===== src/rtl/rr_lane_arbiter.sv =====
// rr_lane_arbiter: round-robin arbiter that loads one requester word per cycle into a single lane output register.
// Latency: 1 cycle from accept (req_valid && req_ready) to out_valid.
// Backpressure: while out_valid && !out_ready the register, source and pointer hold and req_ready is all-zero.
// Ports: clk, rst (synchronous, active-high); req_valid/req_data/req_ready, one slot per requester;
//        out_valid/out_data/out_src/out_ready toward the single downstream consumer.
// Optional: define RR_GRANT_CNT_EN to add grant_cnt, one saturating 8-bit accept counter per requester.
module rr_lane_arbiter #(
   parameter  int NUM_REQ = 4,
   parameter  int DATA_W  = 4,
   localparam int SRC_W   = $clog2(NUM_REQ)
) (
   input  logic                      clk,
   input  logic                      rst,
   input  logic [NUM_REQ-1:0]        req_valid,
   input  logic [NUM_REQ*DATA_W-1:0] req_data,
   output logic [NUM_REQ-1:0]        req_ready,
   output logic                      out_valid,
   output logic [DATA_W-1:0]         out_data,
   output logic [SRC_W-1:0]          out_src,
`ifdef RR_GRANT_CNT_EN
   output logic [NUM_REQ*8-1:0]      grant_cnt,
`endif
   input  logic                      out_ready
);

   logic              out_valid_q, out_valid_d;
   logic [DATA_W-1:0] out_data_q, out_data_d;
   logic [SRC_W-1:0]  out_src_q, out_src_d;
   logic [SRC_W-1:0]  ptr_q, ptr_d;
   logic              load_en;
   logic              win_vld;
   logic [SRC_W-1:0]  win_idx;
   logic [SRC_W:0]    scan_idx;
   logic [DATA_W-1:0] win_data;
   logic              accept;

   // The register may be refilled whenever it is empty or being drained this cycle.
   assign load_en = !out_valid_q || out_ready;
   assign accept  = load_en && win_vld && !rst;

   // Scan from ptr upward with wrap; one spare bit keeps ptr+k from overflowing
   // before the modulo fold, which also covers non-power-of-two NUM_REQ.
   always_comb begin
      win_vld  = 1'b0;
      win_idx  = '0;
      scan_idx = '0;
      for (int k = 0; k < NUM_REQ; k++) begin
         scan_idx = {1'b0, ptr_q} + (SRC_W+1)'(k);
         if (scan_idx >= (SRC_W+1)'(NUM_REQ)) begin
            scan_idx = scan_idx - (SRC_W+1)'(NUM_REQ);
         end
         if (!win_vld && req_valid[scan_idx[SRC_W-1:0]]) begin
            win_vld = 1'b1;
            win_idx = scan_idx[SRC_W-1:0];
         end
      end
   end

   // Grant decode and word select; req_ready is a function of valid/state only, never of data.
   always_comb begin
      req_ready = '0;
      win_data  = '0;
      for (int i = 0; i < NUM_REQ; i++) begin
         if (win_idx == SRC_W'(i)) begin
            win_data     = req_data[i*DATA_W +: DATA_W];
            req_ready[i] = win_vld && load_en && !rst;
         end
      end
   end

   always_comb begin
      out_valid_d = out_valid_q;
      out_data_d  = out_data_q;
      out_src_d   = out_src_q;
      ptr_d       = ptr_q;
      if (accept) begin
         out_valid_d = 1'b1;
         out_data_d  = win_data;
         out_src_d   = win_idx;
         ptr_d       = (win_idx == SRC_W'(NUM_REQ-1)) ? '0 : win_idx + SRC_W'(1);
      end else if (out_ready) begin
         // Drained with nothing to refill: data and source keep their last values.
         out_valid_d = 1'b0;
      end
   end

   always_ff @(posedge clk) begin
      if (rst) begin
         out_valid_q <= 1'b0;
         out_src_q   <= '0;
         ptr_q       <= '0;
      end else begin
         out_valid_q <= out_valid_d;
         out_src_q   <= out_src_d;
         ptr_q       <= ptr_d;
      end
   end

   for (genvar b = 0; b < DATA_W; b++) begin : g_out_bit
      always_ff @(posedge clk) begin
         if (rst) begin
            out_data_q[b] <= 1'b0;
         end else begin
            out_data_q[b] <= out_data_d[b];
         end
      end
   end

   assign out_valid = out_valid_q;
   assign out_data  = out_data_q;
   assign out_src   = out_src_q;

`ifdef RR_GRANT_CNT_EN
   for (genvar i = 0; i < NUM_REQ; i++) begin : g_cnt
      logic [7:0] cnt_q;
      always_ff @(posedge clk) begin
         if (rst) begin
            cnt_q <= '0;
         end else if (accept && (win_idx == SRC_W'(i)) && (cnt_q != 8'hFF)) begin
            cnt_q <= cnt_q + 8'd1;
         end
      end
      assign grant_cnt[i*8 +: 8] = cnt_q;
   end
`endif

endmodule


===== config.mk =====
export PLATFORM = sky130hd
export DESIGN_NAME = rr_lane_arbiter
export DESIGN_NICKNAME = d
export VERILOG_FILES = /design/src/rtl/rr_lane_arbiter.sv
export SDC_FILE = /design/constraint.sdc
export NUM_CORES = 1
export LEC_CHECK = 0
export CAP_MARGIN = 30
export CORE_MARGIN = 1
export CORE_UTILIZATION = 37
export DETAILED_ROUTE_END_ITERATION = 7
export GPL_TIMING_DRIVEN = 0
export PLACE_DENSITY = 0.77
export SYNTH_ARGS = -nofsm -noshare
export SYNTH_HDL_FRONTEND = slang
export SYNTH_SLANG_ARGS = --single-unit

===== constraint.sdc =====
create_clock -name clk -period 2.7 [get_ports clk]
set_input_delay 0.405 -clock clk [delete_from_list [all_inputs] [get_ports clk]]
set_output_delay 0.405 -clock clk [all_outputs]
set_load 0.02 [all_outputs]

==> results of run 1 <==
final timing paths:
path / slack (ns) / cells after the start / start / to
hold reg to reg: 0.46 / 2 / out_src[0] / out_src[0]
setup / recovery: 0.12 / 8 / ptr_q[1] / req_ready[3]
hold / removal: 0.46 / 2 / out_src[0] / out_src[0]
setup reg to reg: 0.47 / 9 / ptr_q[1] / out_data[1]
critical path, delay by kind of cell, from the launching register on:
kind                     cells  cell delay, ns
buffers and inverters        3            0.60
flip-flops                   1            0.44
AND/OR/NAND/NOR              2            0.33
AO/OA/AOI/OAI                2            0.31
adder cells (fa/ha/maj)      1            0.23
area by class of cell:
type | instances | area [um2]
plain buffers | 1 | 11.3
clock buffers | 4 | 26.3
fillers | 120 | 420
inverters | 9 | 33.8
multi-input cells | 54 | 452
flip-flops and latches | 9 | 180
well taps | 16 | 20.0
repair buffers | 41 | 398
power groups by stage:
stage / registers [mW] / logic, mW / clock network [mW]
after floorplan: 0.198 / 0.145 / 0
after global placement: 0.176 / 0.278 / 0
after detailed placement: 0.178 / 0.285 / 0
after CTS: 0.175 / 0.319 / 0.106
after global routing: 0.180 / 0.365 / 0.112
final: 0.177 / 0.334 / 0.106
cell usage after synthesis:
| library cell | number |
|---|---|
| ha_1 | 4 |
| a221oi_1 | 3 |
| a21oi_1 | 9 |
| nor4_4 | 1 |
| mux2i_1 | 3 |
| clkbuf_1 | 1 |
| o21ai_0 | 2 |
| o221ai_1 | 1 |
| a31oi_1 | 3 |
| o311a_1 | 1 |
| a211o_1 | 3 |
| buf_1 | 1 |
| dfxtp_1 | 9 |
| nand2_1 | 7 |
| nand3_1 | 1 |
| o2bb2ai_1 | 1 |
| nor2_1 | 2 |
| o31ai_2 | 1 |
| or2_1 | 1 |
| nor2b_1 | 3 |
| nor3_4 | 1 |
| buf_6 | 1 |
| and2_1 | 4 |
| inv_1 | 9 |
| a22oi_1 | 2 |
| or2_2 | 1 |
kinds of logic after synthesis:
logic type | count (synthesis) | synth area share (%)
AOI/OAI and AO/OA | 26 | 28.9
adders and majority gates | 4 | 7.98
buffers and inverters | 12 | 8.38
DFF | 9 | 28.7
muxes | 3 | 4.79
and+or+nand+nor | 21 | 21.2
flip-flops by register name, summed over array words and instances, names as in the netlist:
register / flops
ptr_q: 2
out_valid: 1
out_data: 4
out_src: 2
stage by stage:
stage / power, mW / utilization (%) / hold WS [ns]
5_1_grt: 0.657 / 72.7 / 0.479
2_1_floorplan: 0.343 / - / 0.477
3_3_place_gp: 0.454 / 63.4 / 0.443
6_report: 0.617 / 72.7 / 0.460
3_5_place_dp: 0.462 / 63.4 / 0.469
4_1_cts: 0.601 / 68.3 / 0.477
layer usage:
layer  share of wire (%)  wire length [um]  up-vias
li1                    -                 -      353
met4                 2.0                36        0
met5                   0                 0        -
met3                 2.8                51        4
met2                  53               963       16
met1                  42               778      332
what timing repair did:
item                                   in CTS  in global routing
endpoints found under the hold margin       0                  0
pin swaps                                   3                  2
setup buffers                               2                  6
setup endpoints to repair                   4                  4
resized for setup                          19                  6
cloned                                      0                  0
==> out/results.ini, run 1 <==
[clock_network]
cts_tree=yes
htreeDepth=1
numCtsBuffers=3
cts_buffer_depth=2
cts_num_sinks=9
clk_latency_ns=0.26
holdBufCountCts=0
path_clk_slew_ns=0.06
cts_root_buf=clkbuf_4

[cells_and_area]
diodes=0
final_area_um2=1120
drive_gt1_share_pct=22.0
final_common_cell=clkdlybuf4s50_1
layout.nets=146
layout_common_cells=clkdlybuf4s50_1 (25), a21oi_1 (9), dfxtp_1 (9), inv_1 (8), buf_4 (8)
final_cells=134
syn2layout_area_growth_pct=78.8

[pwr]
seqPwrFrac_pct=28.6
power_density_nw_per_um2=550
swShare_pct=37.1
intPower_mw=0.388
p_switching_mw=0.229
ir_worst_vdd_mv=0.242
pwr-share-comb_pct=54.1
p_clk_share_pct=17.2
power_leakage_nw=0.487

[floorplan]
dieArea_um2=1860
die_w_um=43.2
design.core.area_um2=1540
start_util_pct=40.7
rows=14
die_h_um=43.2
ioPinCount=34

[detailed_routing]
drt-vias-per-instance=5.26
drt_drc_violations_left=0
num_vias=705
first_pass_iters=4
ant_nets=0
drt_iter0_markers=11
totalWireLength_um=1830
wire_per_inst_um=13.7

[timing]
min_period_over_period_pct=95.7
maxSlewHeadroom_pct=76.7
fin_skew_ns=0.00257
setup_ws_ns=0.116
rsz0062_at_grt=false
hold_violations=0
worst_pin_slew_ns=0.349
tns_ns=0
slew_viol_final=0
fmax_mhz=387
period_needed_ns=2.58
setup_viol=0

[synthesis]
synthesis.nets=102
synth_cell_types=26
yosysSeqAreaShare_pct=28.7
syn_avg_cell_area_um2=8.36
yosys-top-cells-area=dfxtp_1 (29%), ha_1 (8.0%), a21oi_1 (7.2%)
syn_area_um2=627
yosysTopAreaCellShare_pct=28.7
yosys_warnings=0
syn_inst=75
ys_ff_latch=9
yosys.area.top_type=dfxtp_1

[setup_path]
slowest_stage=dfxtp_1
path_cells=inv_1, a22oi_2, o221ai_2, buf_4, nor2_2, ha_4, and2_1, dlygate4sd2_1
critPathKind=flip-flop to output pin
required_ns=2.30
arrival_ns=2.18
critPathLaunchType=flip-flop
max_stage_delay_ns=0.44
endpoint_kind=output pin
cp_max_fo=9

[min_path]
min_path_type=flip-flop to flip-flop

[placed_design]
placement.cell_area_um2=977
port_buffers=33
dp_cells=124
dp_slack_ns=-0.638
place_hpwl_um=1330
finalWeightedCongestion=0.872

[grt]
antenna_found_initial=0
top_usage_layer=met2
track_usage_pct=20.4
grt_pass1_wl_um=2840
grt_use_met3_pct=2.55
grt_max_degree=11
grt_util_met1_pct=24.5
grt.overflow.total=0
use_met2_pct=35.5
grt_pass1_vias=639

[flow_run]
cap_violations=0

[outcome]
run_status=completed

Power figures use the tool's default switching activity.
==> inputs of run 2 (changes only) <==
--- a/config.mk
+++ b/config.mk
@@ -6,10 +6,9 @@
 export NUM_CORES = 1
 export LEC_CHECK = 0
 export CAP_MARGIN = 30
-export CORE_MARGIN = 1
+export CORE_MARGIN = 2
 export CORE_UTILIZATION = 37
 export DETAILED_ROUTE_END_ITERATION = 7
-export GPL_TIMING_DRIVEN = 0
 export PLACE_DENSITY = 0.77
 export SYNTH_ARGS = -nofsm -noshare
 export SYNTH_HDL_FRONTEND = slang
==> run 2 against run 1 <==
Compared with the run above:
- flip-flop and latch count stayed put
- global-route usage is 0.81 points lower
- total power is 3.9% lower
- cell count is 0.75% higher
- first-iteration DRC count is 9.1% higher
- setup slack better by 0.025 ns
- hold slack worse by 0.0015 ns
- critical path depth stayed put
- utilization is 3.4 points lower
==> out/results.ini, run 2 (synthesized netlist as in run 1, its figures left out) <==
[outcome]
run_status=completed

[setup_path]
arrival_ns=2.15
endpoint_kind=output pin
required_ns=2.30
cp_max_fo=3
critPathLaunchType=input pin
critPathKind=input pin to output pin

[timing]
hold_slack_ns=0.459
maxSlewHeadroom_pct=78.6
setup_viol=0
min_period_over_period_pct=94.8
setup_ws_ns=0.141
fmax_mhz=391
fin_skew_ns=0.00798
worst_pin_slew_ns=0.321
slew_viol_final=0
rsz0062_at_grt=false
hold_violations=0
period_needed_ns=2.56
tns_ns=0

[detailed_routing]
drt-vias-per-instance=5.27
drt_drc_violations_left=0
first_pass_iters=4
totalWireLength_um=1760
num_vias=712
ant_nets=0
drt_iter0_markers=12
wire_per_inst_um=13.0

[clock_network]
numCtsBuffers=3
cts_num_sinks=9
htreeDepth=1
path_clk_slew_ns=0.06
cts_tree=yes
clk_latency_ns=0.25
cts_buffer_depth=2
cts_root_buf=clkbuf_4

[placed_design]
placement.cell_area_um2=1030
finalWeightedCongestion=0.845
dp_cells=131
dp_slack_ns=-0.345
place_hpwl_um=1490
port_buffers=33

[pwr]
power_mw=0.593
power_leakage_nw=0.495
power_density_nw_per_um2=555
ir_worst_vdd_mv=0.292

[cells_and_area]
diodes=0
drive_gt1_share_pct=16.0
final_area_um2=1070
largest_register_ffs=4
layout.nets=147
final_common_cell=clkdlybuf4s50_1
fin_util_pct=69.3
n_fill_cell=133
layout_common_cells=clkdlybuf4s50_1 (25), buf_4 (10), inv_1 (9), a21oi_1 (9), dfxtp_1 (9)
syn2layout_area_growth_pct=70.5
final_cells=135

[floorplan]
start_util_pct=40.7
ioPinCount=34
die_h_um=45.2
die_w_um=45.2
design.core.area_um2=1540
dieArea_um2=2040
rows=14

[grt]
grt_pass1_wl_um=2850
grt.overflow.total=0
antenna_found_initial=0
grt_max_degree=11
grt_pass1_vias=696
track_usage_pct=19.6

[min_path]
min_path_type=flip-flop to flip-flop

[flow_run]
cap_violations=0

-- run 2: changes by cell type in the layout (fill, tap and decap cells not counted), sizes merged --
cell	previous run	this run
clkdlybuf4s15	3	0
dlygate4sd2	2	6
dlymetal6s2s	3	2
buf	9	10
-- run 2: final cells by class --
class                           instances  area, um2  share of cell area [%]
Inverter                                9       33.8                    3.16
Timing Repair Buffer                   43        403                    37.7
Multi-Input combinational cell         54        405                    37.9
Sequential cell                         9        180                    16.9
Tap cell                               16       20.0                    1.87
Clock buffer                            4       26.3                    2.46
-- run 2: final timing paths --
kind                                     end  cells after the start  slack, ns          from
worst max-delay path            req_ready[2]                      8       0.14  req_valid[3]
worst max register to register   out_data[3]                     10       0.39      ptr_q[1]
worst min register to register    out_src[0]                      2       0.46    out_src[0]
worst min-delay path              out_src[0]                      2       0.46    out_src[0]
-- run 2: power breakdown --
group          internal [mW]  total (mW)  switching (mW)  leakage (nW)
logic                  0.167       0.318           0.151         0.404
registers              0.158       0.175          0.0175        0.0752
clock network         0.0567       0.100          0.0434        0.0150
-- run 2: repair_timing --
item,4_1_cts,5_1_grt
gates cloned,0,0
resized for setup,6,4
setup endpoints to repair,4,4
hold buffers,0,0
pin swaps,0,0
hold endpoints to repair,0,0
setup buffers,0,0
-- run 2: critical path, cell delays in order --
cell and delay [ns]:
dlygate4sd2_1 0.29, inv_1 0.12, a22oi_2 0.19, o221ai_1 0.16
or2_2 0.32, ha_1 0.22, and2_1 0.13, dlygate4sd2_1 0.32
-- run 2: per-layer routing --
metal | wire length (um) | GRT usage, % | up-vias
met5 | 0 | 0 | -
met4 | 41 | 14.1 | 0
met3 | 53 | 1.60 | 4
met2 | 918 | 33.1 | 18
met1 | 746 | 22.9 | 334
li1 | - | - | 356
==> inputs of run 3 (changes only) <==
--- a/config.mk
+++ b/config.mk
@@ -6,7 +6,6 @@
 export NUM_CORES = 1
 export LEC_CHECK = 0
 export CAP_MARGIN = 30
-export CORE_MARGIN = 2
 export CORE_UTILIZATION = 37
 export DETAILED_ROUTE_END_ITERATION = 7
 export PLACE_DENSITY = 0.77
==> run 3 against run 2 <==
Compared with the run above:
- first-iteration DRC count is 25% lower
- clock skew is 0.0047 ns lower
- global-route usage up 0.50 points
- combinational power decreased by 2%
- fmax fell by 0.46%
- hold slack got worse by 0.0014 ns
- critical endpoint unchanged
- total power shrank 1.4%
- utilization decreased by 0.32 points
- die area shrank 8.7%
- largest power group unchanged
- register-to-register slack barely moved
==> out/results.ini, run 3 (synthesized netlist as in run 1, its figures left out) <==
[outcome]
run_status=completed

[setup_path]
arrival_ns=2.17
critPathLaunchType=input pin
required_ns=2.30
regToRegSetupSlack_ns=0.39
cp_max_fo=4
endpoint_kind=output pin
critPathKind=input pin to output pin
slowest_stage=clkdlybuf4s50_1
max_stage_delay_ns=0.50
path_cells=clkdlybuf4s50_1, a22oi_1, o221ai_1, or2_2, ha_1, and2_1, clkdlybuf4s15_2

[clock_network]
cts_buffer_depth=2
holdBufCountCts=0
numCtsBuffers=3
htreeDepth=1
path_clk_slew_ns=0.06
cts_tree=yes
cts_root_buf=clkbuf_4
cts_num_sinks=9
clk_latency_ns=0.25

[detailed_routing]
num_vias=682
drt_drc_violations_left=0
drt-vias-per-instance=5.05
drt_iter0_markers=9
totalWireLength_um=1690
ant_nets=0
wire_per_inst_um=12.5
first_pass_iters=4

[timing]
fin_skew_ns=0.00329
setup_viol=0
min_period_over_period_pct=95.2
fmax_mhz=389
maxSlewHeadroom_pct=78.8
worst_pin_slew_ns=0.317
slew_viol_final=0
tns_ns=0
period_needed_ns=2.57
hold_violations=0

[cells_and_area]
fin_util_pct=69.0
drive_gt1_share_pct=18.5
final_area_um2=1060
layout.nets=147
syn2layout_area_growth_pct=69.7
n_fill_cell=137
layout_common_cells=clkdlybuf4s50_1 (27), buf_4 (10), inv_1 (9), a21oi_1 (9), dfxtp_1 (9)
largest_register_ffs=4
diodes=0
final_common_cell=clkdlybuf4s50_1

[pwr]
swShare_pct=35.4
intPower_mw=0.378
power_leakage_nw=0.479
p_clk_share_pct=16.7
seqPwrFrac_pct=30.0
p_switching_mw=0.207
ir_worst_vdd_mv=0.295
pwr-share-comb_pct=53.2
power_density_nw_per_um2=550
power_mw=0.585

[placed_design]
place_hpwl_um=1320
placement.cell_area_um2=1030
port_buffers=33
finalWeightedCongestion=0.862

[grt]
antenna_found_initial=0
grt.overflow.total=0
track_usage_pct=20.1
grt_pass1_vias=647
grt_pass1_wl_um=2790
grt_max_degree=11

[floorplan]
die_h_um=43.2
design.core.area_um2=1540
die_w_um=43.2
dieArea_um2=1860
start_util_pct=40.7
ioPinCount=34
rows=14

[flow_run]
cap_violations=0

[min_path]
min_path_type=flip-flop to flip-flop

==> run 3: changes by cell type in the layout (fill, tap and decap cells not counted) <==
cell,change
dlygate4sd2_1,-6
clkbuf_2,+2
clkdlybuf4s15_2,+2
clkdlybuf4s50_1,+2
a22oi_1,+1
a22oi_2,-1
==> run 3: worst paths after layout <==
kind	start	endpoint	cells after the start
max	req_valid[2]	req_ready[2]	7
min	out_src[1]	out_src[1]	2
max reg2reg	ptr_q[1]	out_data[3]	10
min reg2reg	out_src[1]	out_src[1]	2
==> run 3: worst max-delay path: cells and delay by family <==
kind | cells | cell delay, ns
fa+ha+maj | 1 | 0.21
compound gates | 2 | 0.33
buf+inv | 2 | 0.75
simple gates | 2 | 0.46
==> run 3: what timing repair did <==
item / in CTS / in global routing
pin swaps: 0 / 1
endpoints found under the setup margin: 4 / 5
buffers inserted: 0 / 0
resized for setup: 10 / 5
==> run 3: power groups by stage <==
stage / Sequential (mW) / Combinational (mW) / Clock [mW]
final: 0.176 / 0.311 / 0.0978
after global routing: 0.179 / 0.343 / 0.107
after CTS: 0.175 / 0.312 / 0.102
after detailed placement: 0.177 / 0.310 / 0
after global placement: 0.176 / 0.307 / 0
after floorplan: 0.198 / 0.145 / 0
==> run 3: through the flow <==
stage	hold WS [ns]	setup slack, ns	std cells
after floorplan	0.477	0.619	75
after global placement	0.442	-0.244	131
after detailed placement	0.452	-0.278	131
after CTS	0.464	0.00380	135
after global routing	0.505	-0.00202	135
final	0.457	0.129	135
==> run 3: cell type report <==
cell class	count	area [um2]	area share, %
clock buffers	4	26.3	2.47
well taps	16	20.0	1.88
multi-input cells	54	400	37.6
inverters	9	33.8	3.18
repair buffers	43	403	37.9
flip-flops and latches	9	180	16.9
==> run 3: layer usage <==
metal / up-vias / global-route usage (%) / part of all wire [%]
li1: 355 / - / -
met1: 312 / 25.4 / 46
met2: 11 / 32.5 / 49
met3: 4 / 2.55 / 1.9
met4: 0 / 10.9 / 2.3
met5: - / 0 / 0
